File: src/rtl/piso_tx.sv
// piso_tx -- parallel-in serial-out transmitter feeding the siso shift chain.
//   Accepts a WIDTH-bit word on a valid/ready handshake, shifts it out one bit
//   per clock on sout, then idles GAP cycles (sout=0) so framing is recoverable.
// Ports:
//   clk        rising-edge clock
//   rst        synchronous reset, active-high
//   in_data    parallel word, sampled only on accept
//   in_valid   producer offers in_data
//   in_ready   block can accept (accept = in_valid & in_ready at posedge clk)
//   sout       serial data to siso d
//   sout_valid sout carries a payload bit
//   busy       registered SHIFT/GAP indication, aligned with sout
//   done       one-cycle pulse coincident with the last payload bit
module piso_tx #(
   parameter int unsigned WIDTH     = 4,
   parameter int unsigned GAP       = 1,
   parameter int unsigned LSB_FIRST = 0
) (
   input  logic             clk,
   input  logic             rst,
   input  logic [WIDTH-1:0] in_data,
   input  logic             in_valid,
   output logic             in_ready,
   output logic             sout,
   output logic             sout_valid,
   output logic             busy,
   output logic             done
);

   localparam int unsigned    CW       = $clog2(WIDTH);
   localparam logic [CW-1:0]  CNT_LOAD = CW'(WIDTH - 1);
   localparam logic [3:0]     GAP_LOAD = (GAP > 0) ? 4'(GAP - 1) : 4'd0;

   typedef enum logic [1:0] {
      ST_IDLE,
      ST_SHIFT,
      ST_GAP
   } state_t;

   state_t           state, state_n;
   logic [WIDTH-1:0] shreg, shreg_n;
   logic [CW-1:0]    bit_cnt, bit_cnt_n;
   logic [3:0]       gap_cnt, gap_cnt_n;
   logic             sout_n, sout_valid_n, done_n;
   logic             last_bit, accept, cur_bit;

   assign last_bit = (state == ST_SHIFT) && (bit_cnt == '0);
   // With GAP=0 the next word is taken during the last shift cycle so the
   // serial stream has no bubble between words.
   assign in_ready = !rst && ((state == ST_IDLE) || ((GAP == 0) && last_bit));
   assign accept   = in_valid && in_ready;
   assign cur_bit  = (LSB_FIRST != 0) ? shreg[0] : shreg[WIDTH-1];

   always_comb begin
      state_n      = state;
      shreg_n      = shreg;
      bit_cnt_n    = bit_cnt;
      gap_cnt_n    = gap_cnt;
      sout_n       = 1'b0;
      sout_valid_n = 1'b0;
      done_n       = 1'b0;
      case (state)
         ST_IDLE: begin
            if (accept) begin
               state_n   = ST_SHIFT;
               shreg_n   = in_data;
               bit_cnt_n = CNT_LOAD;
            end
         end
         ST_SHIFT: begin
            sout_n       = cur_bit;
            sout_valid_n = 1'b1;
            shreg_n      = (LSB_FIRST != 0) ? (shreg >> 1) : (shreg << 1);
            bit_cnt_n    = bit_cnt - 1'b1;
            if (last_bit) begin
               done_n = 1'b1;
               if (GAP > 0) begin
                  state_n   = ST_GAP;
                  gap_cnt_n = GAP_LOAD;
                  bit_cnt_n = '0;
               end else if (accept) begin
                  shreg_n   = in_data;
                  bit_cnt_n = CNT_LOAD;
               end else begin
                  state_n   = ST_IDLE;
                  bit_cnt_n = '0;
               end
            end
         end
         ST_GAP: begin
            if (gap_cnt == '0) begin
               state_n = ST_IDLE;
            end else begin
               gap_cnt_n = gap_cnt - 1'b1;
            end
         end
         default: begin
            state_n = ST_IDLE;
         end
      endcase
   end

   always_ff @(posedge clk) begin
      if (rst) begin
         state      <= ST_IDLE;
         shreg      <= '0;
         bit_cnt    <= '0;
         gap_cnt    <= '0;
         sout       <= 1'b0;
         sout_valid <= 1'b0;
         busy       <= 1'b0;
         done       <= 1'b0;
      end else begin
         state      <= state_n;
         shreg      <= shreg_n;
         bit_cnt    <= bit_cnt_n;
         gap_cnt    <= gap_cnt_n;
         sout       <= sout_n;
         sout_valid <= sout_valid_n;
         // busy reflects the state that produced the current sout, so it
         // stays aligned with the serial output rather than the FSM.
         busy       <= (state != ST_IDLE);
         done       <= done_n;
      end
   end

endmodule

File: config.mk
export PLATFORM = sky130hd
export DESIGN_NAME = piso_tx
export DESIGN_NICKNAME = d
export VERILOG_FILES = /design/src/rtl/piso_tx.sv
export SDC_FILE = /design/constraint.sdc
export NUM_CORES = 1
export LEC_CHECK = 0
export CAP_MARGIN = 0
export CELL_PAD_IN_SITES_DETAIL_PLACEMENT = 1
export CELL_PAD_IN_SITES_GLOBAL_PLACEMENT = 1
export CORE_MARGIN = 5
export CORE_UTILIZATION = 37
export CTS_CLUSTER_DIAMETER = 200
export DETAILED_ROUTE_END_ITERATION = 7
export PLACE_DENSITY = 0.85
export SYNTH_ARGS = -nofsm -noshare
export SYNTH_HDL_FRONTEND = slang
export SYNTH_SLANG_ARGS = --single-unit
File: constraint.sdc
create_clock -name clk -period 1.96 [get_ports clk]
set_input_delay 0.392 -clock clk [delete_from_list [all_inputs] [get_ports clk]]
set_output_delay 0.392 -clock clk [all_outputs]
set_load 0.03 [all_outputs]
Word level (Yosys, flattened, before mapping) --
Index checks and enable logic that the tools add are counted.
Word-level totals: output and inout bits 5, input port bits 7, memory bits (read-only) 0, RAM bits 0, register bits 16, latch bits 0, memories 0
Operators by class: multipliers 0, order comparisons 0, shift-type cells 0, reduce and logical (&&, ||, !) cells 14, mux-type cells 14, add/sub/neg operators 2, eq/ne operators 6, divide/modulo/power cells 0, bitwise gates (word level) 1
Operator list (count):
- $pmux 4 s2 | 2
- $mux 4 | 3
- $mux 2 | 5
- $ne 2x2->1 const B | 4
- $pmux 2 s3 | 1
- $reduce_and 3->1 | 2
- $reduce_bool 2->1 | 3
- $logic_not 2->1 | 2
- $logic_not 4->1 | 1
- $pmux 2 s2 | 1
- $sub 4x1->4 const B | 1
- $logic_and 1x1->1 | 3
- $eq 2x1->1 const B | 1
- $eq 2x2->1 const B | 1
- $mux 1 | 2
- $reduce_and 2->1 | 1
- $reduce_or 2->1 | 1
- $sub 2x1->2 const B | 1
- $logic_not 1->1 | 1
- $not 1->1 | 1

Depth between registers and ports, before layout --
word-level depth 5, mapped depth 6, depth with buffers taken out 5

Worst setup path before layout --
OpenSTA, ideal clock, no wires.
path type input to output, from input rst, to output in_ready, path slack 168 ps, arrival time 1400 ps, stages 3, buffers on the path 2, required time 1568 ps, path through buf_2 > buf_1 > nor3_1
Between the ends: cells in the longest elaborated chain, start to end 2
Ends and longest elaborated chain:
- from (decl) | RTL line 20 | input logic rst,
- $logic_not 1->1 | RTL line 50 | assign in_ready = !rst && ((state == ST_IDLE) || ((GAP == 0) && last_bit));
- $logic_and 1x1->1 | RTL line 50
- to (decl) | RTL line 23 | output logic in_ready,
No other way between the ends.

Final worst setup path --
Same ends and word-level chain as after synthesis.

==> metrics.md <==
| Metric | Value |
|---|---|
| Power share of the sequential group | `53.3%` |
| Clock power frac | `32.4%` |
| CTS tree | `done` |
| Post-synth EDFFs | `0` |
| CTS Root Cell | `clkbuf_4` |
| Total number of vias | `606` |
| Most frequent CP cell | `buf_4` |
| Register area share after synthesis | `45.5%` |
| TritonCTS Buffers | `3` |
| Post-detail-place hpwl | `1160 um` |
| NetSw | `0.000181 W` |
| Unique cell type count in the Yosys netlist | `34` |
| Setup Skew | `0.00757 ns` |
| Post-synth top area share | `45.5%` |
| Die height | `53.6 um` |
| Drt wl/cell | `14.4 um` |
| Main flop type after synthesis | `dfxtp_1` |
| Ant diodes | `0` |
| H-tree Lvls | `1` |
| Cell Chain, Critical Path | `clkdlybuf4s50_1 > buf_4 > nor3_1 > buf_4` |
| Layout cells sized above 1 | `10.5%` |
| Worst hold path class | `flop to flop` |
| RSZ-0062 raised after global routing | `no` |
| Arr. time, crit path | `1.35 ns` |
| Highest cell delay on the worst timing path | `0.42 ns` |
| Initial antenna violation count | `0` |
| All-Layer GR Usage | `13.5%` |
| Antenna viol nets, final | `0` |
| #FFs+latches synth | `16` |
| Final core occ | `48.3%` |
| Synth warnings | `0` |
| Starting Density | `39.9%` |
| Slew margin rel. | `69.8%` |
| P&R area growth vs syn | `21.0%` |
| Worst Path Buf+Inv | `3` |
| First-pass GRT wire length | `2710 um` |
| Total wire length | `1600 um` |
| Total gr overflow | `0` |
| Post-CTS Setup Inserts | `0` |
| Vias per Instance | `5.46` |
| # IOs | `12` |
| Pin count of the biggest net entering global routing | `17` |
| Kind of critical path | `input pin to output pin` |
| Mux contribution to synthesized area | `0%` |
| Crit path capture type | `output pin` |
| Comb power frac | `14.3%` |
| Asr flop ratio synth | `0%` |
| Cell taking the most area after synthesis | `dfxtp_1` |
| Die Area | `2880 um2` |
| # rows | `15` |
| Final Hold Viols | `0` |
| Slowest CP cell | `clkdlybuf4s50_1` |
| GPL Wtd Cong | `0.708` |
| DR iter-0 viols | `5` |
| Vias in the first global route | `584` |
| Mapped Avg Cell Area | `9.15 um2` |
| Max Freq | `575 MHz` |
| Tmin final | `1.74 ns` |
| Setup crit start kind | `input pin` |
| Syn Inst Count | `77` |
| Max_cap viols | `0` |
| Core area | `1760 um2` |
| Post-CTS sizing | `0` |
| Fin. max-slew vios | `0` |
| Setup TNS | `0 ns` |
| Outcome | `finished clean` |
| Power Density | `800 nW/um2` |
| Drt pass-1 iters | `4` |
| CTS max path bufs | `2` |
| Fin crit share | `88.7%` |
| Xor-xnor portion of the synthesized cell area | `1.24%` |
| Critical Path RT | `1.57 ns` |
| Clk slew on worst S/H paths | `0.09 ns` |
| P_int | `0.000501 W` |
| Switching Share | `26.5%` |
| Peak supply drop | `0.253 mV` |
| Cell area after synthesis | `704 um2` |
| Final setup vio count | `0` |
| Top cells by area, synth | `dfxtp_1 (45%), a21oi_1 (6.4%), ha_1 (3.6%)` |
| Skew-Pair Late Insertion Delay | `0.30 ns` |
| Post-route DRC violation count | `0` |
| FF-to-FF setup slack | `0.30 ns` |
| Hold buffer count at CTS | `0` |
| Fin nets | `96` |
| Least-Margin Pin Slew | `0.451 ns` |
| Compound-Gate Fraction of Synth Area | `19.4%` |
| # clock sinks | `16` |
| Synthesized-area fraction occupied by adder cells | `3.55%` |
| Layout fillers | `212` |
| Die width | `53.6 um` |
| PortBufs | `11` |
| Leakage Power | `0.312 nW` |
| CP max FO | `16` |
| Mapped Nets | `86` |
| Largest delay contributor family on the critical path | `buffers and inverters` |
| Post-Synth Simple-Gate Area | `23.8%` |
| Largest family of logic cells by synthesized area | `simple AND/OR/NAND/NOR gates` |
[worst paths after layout]
kind                   start    endpoint  cells after the start
hold / removal      shreg[1]    shreg[1]                      2
setup / recovery         rst    in_ready                      4
setup reg to reg  gap_cnt[0]  gap_cnt[2]                      5
hold reg to reg     shreg[1]    shreg[1]                      2
[cell families after synthesis]
kind of cell	Yosys count
flops	16
xor+xnor	1
buf+inv	10
compound gates	21
fa+ha+maj	2
simple gates	27
[layer usage]
metal / GRT usage (%) / share of wire, %
met5: 0 / 0
met4: 10.2 / 3.4
met3: 2.49 / 4.2
met2: 21.2 / 48
met1: 16.1 / 45
[cells in the mapped netlist (2+ instances only)]
| master | count |
|---|---|
| ha_1 | 2 |
| nor2b_1 | 2 |
| a22oi_1 | 3 |
| o21ai_0 | 2 |
| nor3_1 | 2 |
| inv_1 | 3 |
| nand2_1 | 2 |
| o22ai_1 | 2 |
| nand3_1 | 5 |
| nor2_1 | 5 |
| dfxtp_1 | 16 |
| a21oi_1 | 9 |
| buf_2 | 3 |
[stage by stage]
| stage | setup WS (ns) | cells | hold WS [ns] | total power (W) | cell area (um2) |
|---|---|---|---|---|---|
| after detailed placement | 0.160 | 107 | 0.463 | 0.000468 | 816 |
| after floorplan | 0.168 | 77 | 0.429 | 0.000435 | 704 |
| after global placement | 0.194 | 107 | 0.445 | 0.000462 | 816 |
| after CTS | 0.202 | 111 | 0.476 | 0.000689 | 852 |
| final | 0.221 | 111 | 0.475 | 0.000682 | 852 |
| after global routing | 0.102 | 111 | 0.506 | 0.000718 | 852 |
[sequential cells by signal, indices dropped and copies added (netlist names)]
signal / cells
state: 2
sout_valid: 1
bit_cnt: 2
sout: 1
shreg: 4
done: 1
gap_cnt: 4
busy: 1
[power groups by stage]
stage	logic, W	registers, W	clock network [W]
finish	0.0000975	0.000363	0.000221
CTS	0.0000984	0.000363	0.000227
detailed placement	0.0000977	0.000370	0
floorplan	0.0000685	0.000367	0
global placement	0.0000923	0.000370	0
global route	0.000107	0.000366	0.000245
[worst reg2reg max path, cell delays in order (launching register included)]
cell	delay, ns
dfxtp_1	0.37
inv_1	0.10
ha_1	0.13
or3b_1	0.44
a211o_1	0.34
a31oi_1	0.21
[layout by cell type, fill, tap and decap left out]
cell and instances:
clkbuf_4 3, inv_1 3, nor2_1 5, nor2b_1 2, a31oi_1 1, ha_1 2, a211o_1 1, a2111oi_2 1
or4b_1 1, and2_1 1, clkbuf_8 1, nor4b_1 1, nor4b_2 1, o31ai_1 1, and2b_2 1, a21oi_1 9
and3_1 1, nand3b_1 1, nor4bb_1 1, nand3_1 5, xnor2_1 1, o21ai_0 2, o22ai_1 2, a22oi_1 3
dfxtp_1 16, nor3_1 2, clkdlybuf4s50_1 10, nor4_1 1, nand2b_1 1, buf_4 2, nand2_1 2, a41oi_1 1
or3b_1 1
[layout make-up]
type	count	area (um2)	area share (%)
clock buffers	4	36.3	4.26
inverters	3	11.3	1.32
multi-input cells	51	338	39.6
flip-flops and latches	16	320	37.6
well taps	25	31.3	3.67
repair buffers	12	115	13.5
Note: power is estimated with default switching activity, not from simulation.
